## src/rtl/slot_allocator.sv

```systemverilog
// Round-robin allocator for NUM_SLOT resource slots: offers a free index over valid/ready,
// takes releases on a separate port, and reports occupancy.
module slot_allocator #(
   parameter  int NUM_SLOT = 4,
   localparam int IDX_W    = $clog2(NUM_SLOT),
   localparam int CNT_W    = $clog2(NUM_SLOT + 1)
) (
   input  logic                clk_i,
   input  logic                arst_ni,
   input  logic                flush_i,
   output logic                alloc_valid_o,
   output logic [IDX_W-1:0]    alloc_index_o,
   input  logic                alloc_ready_i,
   input  logic                free_valid_i,
   input  logic [IDX_W-1:0]    free_index_i,
   output logic [NUM_SLOT-1:0] busy_o,
   output logic [CNT_W-1:0]    count_o,
   output logic                full_o,
   output logic                empty_o,
   output logic                free_err_o
);

   logic [NUM_SLOT-1:0] r_busy;
   logic [IDX_W-1:0]    r_rr_ptr;
   logic [CNT_W-1:0]    r_count;
   logic                r_free_err;

   logic [IDX_W-1:0]    w_cand [NUM_SLOT];
   logic [NUM_SLOT-1:0] w_cand_free;
   logic [NUM_SLOT-1:0] w_free_hit_vec;
   logic [NUM_SLOT-1:0] w_busy_next;
   logic [IDX_W-1:0]    w_offer_idx;
   logic [IDX_W-1:0]    w_rr_next;
   logic [CNT_W-1:0]    w_count_next;
   logic                w_full;
   logic                w_free_hit;
   logic                w_alloc_fire;
   logic                w_free_fire;

   // Candidate gi is the slot gi positions after rr_ptr, wrapped explicitly (NUM_SLOT may not be 2^n).
   for (genvar gi = 0; gi < NUM_SLOT; gi++) begin : g_cand
      logic [IDX_W:0] w_sum;
      assign w_sum           = {1'b0, r_rr_ptr} + (IDX_W+1)'(gi);
      assign w_cand[gi]      = (w_sum >= (IDX_W+1)'(NUM_SLOT))
                               ? IDX_W'(w_sum - (IDX_W+1)'(NUM_SLOT))
                               : w_sum[IDX_W-1:0];
      assign w_cand_free[gi] = ~r_busy[w_cand[gi]];
   end

   always_comb begin
      w_offer_idx = '0;
      for (int k = NUM_SLOT - 1; k >= 0; k--) begin
         if (w_cand_free[k]) begin
            w_offer_idx = w_cand[k];
         end
      end
   end

   assign w_full       = (r_count == CNT_W'(NUM_SLOT));
   assign w_alloc_fire = ~w_full & alloc_ready_i;

   for (genvar gi = 0; gi < NUM_SLOT; gi++) begin : g_free
      assign w_free_hit_vec[gi] = r_busy[gi] && (free_index_i == IDX_W'(gi));
   end
   // A hit implies the index is in range and the slot is busy.
   assign w_free_hit  = |w_free_hit_vec;
   assign w_free_fire = free_valid_i & w_free_hit;

   for (genvar gi = 0; gi < NUM_SLOT; gi++) begin : g_busy
      assign w_busy_next[gi] = (r_busy[gi] | (w_alloc_fire && (w_offer_idx == IDX_W'(gi))))
                               & ~(w_free_fire && (free_index_i == IDX_W'(gi)));
   end

   assign w_rr_next    = !w_alloc_fire ? r_rr_ptr
                       : (w_offer_idx == IDX_W'(NUM_SLOT - 1)) ? '0
                       : w_offer_idx + IDX_W'(1);
   assign w_count_next = r_count + CNT_W'(w_alloc_fire) - CNT_W'(w_free_fire);

   always_ff @(posedge clk_i or negedge arst_ni) begin
      if (!arst_ni) begin
         r_busy     <= '0;
         r_rr_ptr   <= '0;
         r_count    <= '0;
         r_free_err <= 1'b0;
      end else if (flush_i) begin
         r_busy     <= '0;
         r_rr_ptr   <= '0;
         r_count    <= '0;
         r_free_err <= 1'b0;
      end else begin
         r_busy     <= w_busy_next;
         r_rr_ptr   <= w_rr_next;
         r_count    <= w_count_next;
         r_free_err <= free_valid_i & ~w_free_hit;
      end
   end

   assign alloc_valid_o = ~w_full;
   assign alloc_index_o = w_offer_idx;
   assign busy_o        = r_busy;
   assign count_o       = r_count;
   assign full_o        = w_full;
   assign empty_o       = (r_count == '0);
   assign free_err_o    = r_free_err;

`ifdef SIMULATION
   initial begin
      if (NUM_SLOT < 2) $fatal(1, "slot_allocator: NUM_SLOT must be >= 2");
   end

   always_ff @(posedge clk_i) begin
      if (arst_ni) begin
         assert ($countones(r_busy) == int'(r_count))
            else $error("slot_allocator: count does not match busy bitmap");
      end
   end
`endif

endmodule

```

## config.mk

```make
export PLATFORM = sky130hd
export DESIGN_NAME = slot_allocator
export DESIGN_NICKNAME = d
export VERILOG_FILES = /design/src/rtl/slot_allocator.sv
export SDC_FILE = /design/constraint.sdc
export NUM_CORES = 1
export LEC_CHECK = 0
export CELL_PAD_IN_SITES_DETAIL_PLACEMENT = 0
export CELL_PAD_IN_SITES_GLOBAL_PLACEMENT = 2
export CORE_MARGIN = 1.5
export CORE_UTILIZATION = 29
export CTS_BUF_LIST = sky130_fd_sc_hd__clkbuf_2
export DETAILED_ROUTE_END_ITERATION = 16
export PLACE_DENSITY = 0.88
export SLEW_MARGIN = 15
export SYNTH_ARGS = -nofsm -noshare
export SYNTH_HDL_FRONTEND = slang
export SYNTH_SLANG_ARGS = --single-unit
```

## constraint.sdc

```tcl
create_clock -name clk_i -period 2.7 [get_ports clk_i]
set_input_delay 0.405 -clock clk_i [delete_from_list [all_inputs] [get_ports clk_i]]
set_output_delay 0.405 -clock clk_i [all_outputs]
set_load 0.02 [all_outputs]
```

Word level (Yosys, flattened, before mapping):

Cells that the tools add are included.

* register bits after elaboration: 10
* input bits: 7
* output and inout port bits: 13
* logic and storage cells: 85

* add/sub/neg operators: 10
* magnitude comparators: 8
* bitwise logic cells: 17
* equality and inequality tests: 7
* reduce and logical (&&, ||, !) cells: 17
* mux-type cells: 22

Operators by type and width (count)
* $mux W2: 11
* $logic_and A1 B1 Y1: 12
* $lt A2 B3 Y1 const B: 4
* $ge A3 B3 Y1 const B: 3
* $bmux W1 S2: 4
* $eq A2 B2 Y1 const B: 4
* $sub A2 B1 Y2 const B: 4
* $and A1 B1 Y1: 7
* $add A2 B2 Y3 const B: 2
* $not A1 Y1: 6
* $mux W1: 5
* $eq A2 B1 Y1 const B: 2
* $logic_not A2 Y1: 2
* $mux W4: 1
* $or A1 B1 Y1: 4
* $reduce_or A4 Y1: 1
* $add A2 B1 Y3 const B: 1
* $add A3 B1 Y3: 1
* $eq A3 B3 Y1 const B: 1
* $ge A2 B3 Y1 const B: 1
* $logic_not A3 Y1: 1
* $mux W3: 1
* $sub A3 B1 Y3: 1
* $add A2 B1 Y2 const B: 1
* $reduce_bool A2 Y1: 1

Longest topological paths before layout:

Gate-level depths: netlist (run 1).

* depth after elaboration: 14
* gate-level depth with buffers: 14
* gate-level depth less buffers: 13

Worst setup path before layout (run 1):

Ideal clock, no wire load.

* path kind: register to register
* from: register r_busy[3] (netlist: busy_o[3])
* to: register r_count[2] (netlist: count_o[2])
* path buffers: 0
* arrival: 2.322 ns
* data required time: 2.565 ns
* library setup time: 0.135 ns
* clock period less this slack: 2.457 ns
* path slack: 0.243 ns
* cell stages (with the launch flop): 11
* cell sequence: dfrtp_1 mux4_2 and2_1 ha_1 inv_1 ha_1 inv_1 fa_1 xor2_1 xnor2_1 nor2_1

* cells in the longest elaborated chain, start to end: 5

Ends and longest elaborated chain
* start, declared: RTL line 23 `logic [NUM_SLOT-1:0] r_busy;`
* start signal, assigned: RTL line 91 `r_busy <= w_busy_next;`
* $logic_and A1 B1 Y1: RTL line 63 `assign w_free_hit_vec[gi] = r_busy[gi] && (free_index_i == IDX_W'(gi));`
* $reduce_or A4 Y1: RTL line 66 `assign w_free_hit = |w_free_hit_vec;`
* $and A1 B1 Y1: RTL line 67 `assign w_free_fire = free_valid_i & w_free_hit;`
* $sub A3 B1 Y3: RTL line 77 `assign w_count_next = r_count + CNT_W'(w_alloc_fire) - CNT_W'(w_free_fire);`
* $mux W3: RTL line 85 `end else if (flush_i) begin`
* end signal, assigned: RTL line 93 `r_count <= w_count_next;`
* end, declared: RTL line 25 `logic [CNT_W-1:0] r_count;`

Every way passes these cells.
A chain may end at the register's enable or synchronous reset.

Worst setup path after layout (run 1):

* from: register r_busy[1] (netlist: busy_o[1])
* to: register r_count[2] (netlist: count_o[2])

Same word-level chain as after synthesis.

==> out/metrics.yaml, run 1 <==
syn2layout_area_growth_pct: 43.9
synth_area_leaders: "dfrtp_1, ha_1, nor3_1"
ys_top_cells_by_count: "dfrtp_1, ha_1, nor2_1"
grtUsageTotal_pct: 14.7
synth_fp_nets: 81
post-route-period-util_pct: 91.7
seq_area_frac_synth_pct: 37.4
peakVddDrop_uv: 453
overflow: 0
ant_nets: 0
slowest_stage: "mux4_2"
stdcell_count: 123
ys_seq_elements: 10
grt_pass1_wl_mm: 2.84
clock_latency_ns: 0.27
crit_chain: "mux4_2, and2_1, ha_1, inv_1, ha_1, inv_1, fa_2, xor2_2, xnor2_1, nor2_1"
ctsHoldBuffers: 0
layout-drive-gt1-share_pct: 21.1
multi_input_area_um2: 392
die_h_um: 51.0
worstSetupPathType: "flip-flop to flip-flop"
grt_pass1_vias: 636
drt_iter0_markers: 6
dpl-instance-area_um2: 932
p_leak_nw: 0.433
hold_ws_ns: 0.448
reg2reg_slack_ns: 0.22
routedWlPerCell_um: 13.4
power.switching_mw: 0.359
cp.arrival_ns: 2.60
skew_ns: 0.0263
cp.buffers_inverters: 2
synth.most_common_cell: "dfrtp_1"
setup_viol: 0
max-cap-violations: 0
cts_tree: "yes"
cts_inserted_buffers: 3
yosysUniqueCellTypes: 32
netlist_instances: 67
root_buffer: "clkbuf_2"
cts.path.max_buffers: 2
seqPwrFrac_pct: 28.5
yosysTopAreaCell: "dfrtp_1"
clk_pin_slew_worst_paths_ns: 0.12
drc: 0
fin_crit_ns: 2.48
antenna_cells: 0
gp_congestion: 0.720
cp_top_family: "adder cells"
final-hold-violation-count: 0
antenna_found_initial: 0
finalInstanceArea_um2: 963
synth-main-ff-cell: "dfrtp_1"
dp_hpwl_mm: 1.21
hold_path.class: "input pin to async pin"
yosysWarnings: 0
vias_per_cell: 4.89
io_buffers: 19
vias: 602
drt_wl_total_mm: 1.65
dieArea_um2: 2610
placed_cells: 119
core_area_um2: 2190
grt_max_degree: 11
critPathMaxFanout: 6
synth_area_um2: 669
synth.avg_cell_area_um2: 9.99
io_pins: 20
drtPass1Iterations: 3
htreeDepth: 1
synth_edf_count: 0
start_util_pct: 30.6
post_cts_buffers: 0
power_frac_clock_pct: 10.5
tightest_slew_ns: 0.494
status: "finished clean"
worst_setup_path_start_kind: "flip-flop"
cp.required_ns: 2.83
maxSlewViolCount: 0
power_frac_comb_pct: 61.0
register_area_um2: 250
rsz0062_at_grt: "false"
p_int_mw: 0.469
dpl_worst_slack_ns: -0.300
placementRows: 17
final_net_count: 110
timing.fmax_mhz: 404
timing.slew.headroom_pct: 67.0
sw_frac_of_total_pct: 43.4
async_flop_share_pct: 100
setup_slack_ns: 0.224
pwr_density_cell_nw_per_um2: 859
yosys.area.top_type_share_pct: 37.4
fill_cells: 221
cts.sinks: 10
cp-end-kind: "flip-flop"
slowest_delay_ns: 0.49
die_w_um: 51.0
placed cells by master (no fill, tap or decap), drive strengths merged, types with 2 or more instances in the layout:
cell type      count
clkdlybuf4s50     18
nor2b              2
dfrtp             10
nor2               8
a21oi              4
ha                 6
and2               2
o21ai              3
buf                7
nor3               5
clkbuf             3
nand2              4
inv                6
repair_timing:
action                                  CTS  global route
endpoints found under the hold margin     0             0
resized for setup                         1             2
endpoints found under the setup margin    1             1
area by class of cell:
type	count	area share [%]
multi-input combinational	49	40.6
sequential	10	26.0
timing repair buffer	26	25.5
tap	28	3.64
inverter	6	2.34
clock buffer	3	1.56
clock inverter	1	0.390
metrics by stage:
step / power (mW) / TNS [ns] / util, %
6_report: 0.828 / 0 / 44.0
5_1_grt: 0.895 / 0 / 44.0
4_1_cts: 0.829 / 0 / 43.5
3_5_place_dp: 0.736 / -0.346 / 42.5
3_3_place_gp: 0.728 / -0.252 / 42.5
2_1_floorplan: 0.524 / 0 / -
layer usage:
layer  up-vias  GRT usage, %  share of wire [%]  wire, µm
met2        17          24.7                 47       783
met4         0          4.05               0.55         9
li1        288             -                  -         -
met5         -             0                  0         0
met1       295          17.3                 45       738
met3         2          5.85                7.1       117
registers in the layout, summed over array words and instances, names as in the netlist:
signal / cells
busy_o: 4
r_rr_ptr: 2
count_o: 3
free_err_o: 1
power by group through the flow:
stage               Sequential (mW)  Clock (mW)  Combinational [mW]
floorplan                     0.274           0               0.250
global route                  0.244      0.0971               0.554
finish                        0.236      0.0873               0.505
CTS                           0.234      0.0902               0.505
detailed placement            0.236           0               0.499
global placement              0.236           0               0.492
final timing paths:
| kind | depth (start not counted) | to | from |
|---|---|---|---|
| min reg2reg | 2 | r_rr_ptr[0]$_DFFE_PN0P_ | r_rr_ptr[0]$_DFFE_PN0P_ |
| max | 10 | count_o[2]$_DFF_PN0_ | busy_o[1]$_DFF_PN0_ |
| min | 1 | r_rr_ptr[0]$_DFFE_PN0P_ | arst_ni |
| max reg2reg | 10 | count_o[2]$_DFF_PN0_ | busy_o[1]$_DFF_PN0_ |
| max in group asynchronous | 1 | free_err_o$_DFF_PN0_ | arst_ni |
| min in group clk_i | 4 | busy_o[1]$_DFF_PN0_ | free_index_i[1] |
kinds of logic after synthesis:
group | after synthesis | synth area share (%)
xor+xnor | 2 | 2.62
flops | 10 | 37.4
buf+inv | 8 | 5.61
compound gates | 14 | 14.6
simple gates | 25 | 22.2
fa+ha+maj | 7 | 14.2
mux | 1 | 3.36
No activity file was read; power rests on OpenSTA's default activity.
==> run 2: changes to the inputs <==
- SKIP_CTS_REPAIR_TIMING: not set -> 1
==> out/metrics.yaml, run 2 (synthesis gave the netlist of run 1 again) <==
gp_congestion: 0.720
drt_wl_total_mm: 1.61
skew_ns: 0.0263
io_pins: 20
critPathMaxFanout: 6
drc: 0
dieArea_um2: 2610
drtPass1Iterations: 3
wl_met3_um: 111
grt_pass1_vias: 636
drt_iter0_markers: 5
die_w_um: 51.0
wl_met1_um: 739
hold_path.class: "input pin to async pin"
dpl_worst_slack_ns: -0.300
clock_latency_ns: 0.27
final_net_count: 110
final-hold-violation-count: 0
fin_tns_setup_ns: 0
cp.required_ns: 2.83
final_cell_mix: "clkdlybuf4s50_1, dfrtp_1, buf_4"
layout-drive-gt1-share_pct: 18.9
final_core_util_pct: 43.5
vias_per_cell: 4.87
htreeDepth: 1
cts_inserted_buffers: 3
timing.fmax_mhz: 395
pwr_density_cell_nw_per_um2: 857
clk_pin_slew_worst_paths_ns: 0.12
worstSetupPathType: "flip-flop to flip-flop"
timing.slew.headroom_pct: 67.0
max-cap-violations: 0
rr_worst_depth: 10
io_buffers: 19
peakVddDrop_uv: 453
largest_reg_flops: 4
worst_setup_path_start_kind: "flip-flop"
top_layer: "met4"
p_leak_nw: 0.434
tightest_slew_ns: 0.494
start_util_pct: 30.6
grt_pass1_wl_mm: 2.83
cts.sinks: 10
cts.path.max_buffers: 2
placed_cells: 119
grtUsageTotal_pct: 14.6
overflow: 0
stdcell_count: 123
rsz0062_at_grt: "false"
cp.arrival_ns: 2.65
routedWlPerCell_um: 13.1
grt_max_degree: 11
cts_tree: "yes"
status: "finished clean"
fin_crit_ns: 2.53
setup_slack_ns: 0.171
hold_ws_ns: 0.448
wl_met2_um: 754
vias: 599
syn2layout_area_growth_pct: 42.4
reg2reg_slack_ns: 0.17
cp-end-kind: "flip-flop"
antenna_found_initial: 0
rr_startpoint: "busy_o[1]$_DFF_PN0_"
antenna_cells: 0
post-route-period-util_pct: 93.7
fill_cells: 218
core_area_um2: 2190
dp_hpwl_mm: 1.21
setup_viol: 0
placementRows: 17
maxSlewViolCount: 0
layout_commonest_cell: "clkdlybuf4s50_1"
ant_nets: 0
die_h_um: 51.0
root_buffer: "clkbuf_2"
reg2reg_to: "count_o[2]$_DFF_PN0_"
==> run 2: cell types whose count changed in the layout (fill, tap and decap cells not counted) <==
cell    delta
fa_1       +1
fa_2       -1
xor2_1     +1
xor2_2     -1
==> run 2: layout make-up <==
class | count | area, µm² | area share, %
inverter | 6 | 22.5 | 2.36
multi-input combinational | 49 | 382 | 40.0
clock inverter | 1 | 3.75 | 0.394
clock buffer | 3 | 15.0 | 1.57
timing repair buffer | 26 | 245 | 25.7
tap | 28 | 35.0 | 3.67
sequential | 10 | 250 | 26.2
==> run 2: routing by layer <==
| layer | vias up | GRT usage (%) |
|---|---|---|
| li1 | 289 | - |
| met1 | 291 | 17.1 |
| met2 | 17 | 24.7 |
| met3 | 2 | 5.85 |
| met4 | 0 | 4.05 |
| met5 | - | 0 |
==> run 2: how the worst max path moves through the flow <==
stage | from | end | slack, ns | cells past startpoint
detailed placement | free_index_i[1] | count_o[2]$_DFF_PN0_ | -0.30 | 11
global route | busy_o[1]$_DFF_PN0_ | count_o[2]$_DFF_PN0_ | 0.009 | 10
finish | busy_o[1]$_DFF_PN0_ | count_o[2]$_DFF_PN0_ | 0.17 | 10
floorplan | busy_o[3]$_DFF_PN0_ | count_o[2]$_DFF_PN0_ | 0.24 | 10
CTS | free_index_i[1] | count_o[2]$_DFF_PN0_ | -0.04 | 11
global placement | free_index_i[1] | count_o[2]$_DFF_PN0_ | -0.24 | 11
==> run 2: metrics by stage <==
step | total power [mW] | instance area [µm²]
CTS | 0.827 | 951
floorplan | 0.524 | 669
global placement | 0.728 | 932
finish | 0.817 | 953
detailed placement | 0.736 | 932
global route | 0.884 | 953
==> run 2: where the power goes <==
group	switching (mW)	leakage (nW)	total, mW	internal [mW]
Combinational	0.252	0.287	0.496	0.244
Sequential	0.0455	0.133	0.233	0.188
Clock	0.0552	0.0140	0.0873	0.0322
==> run 2: worst max-delay path: stages (launching register included) <==
cell and delay [ns]:
dfrtp_1 0.46, mux4_2 0.49, and2_1 0.17, ha_1 0.26
inv_1 0.05, ha_1 0.12, inv_1 0.05, fa_1 0.39
xor2_1 0.19, xnor2_1 0.14, nor2_1 0.05
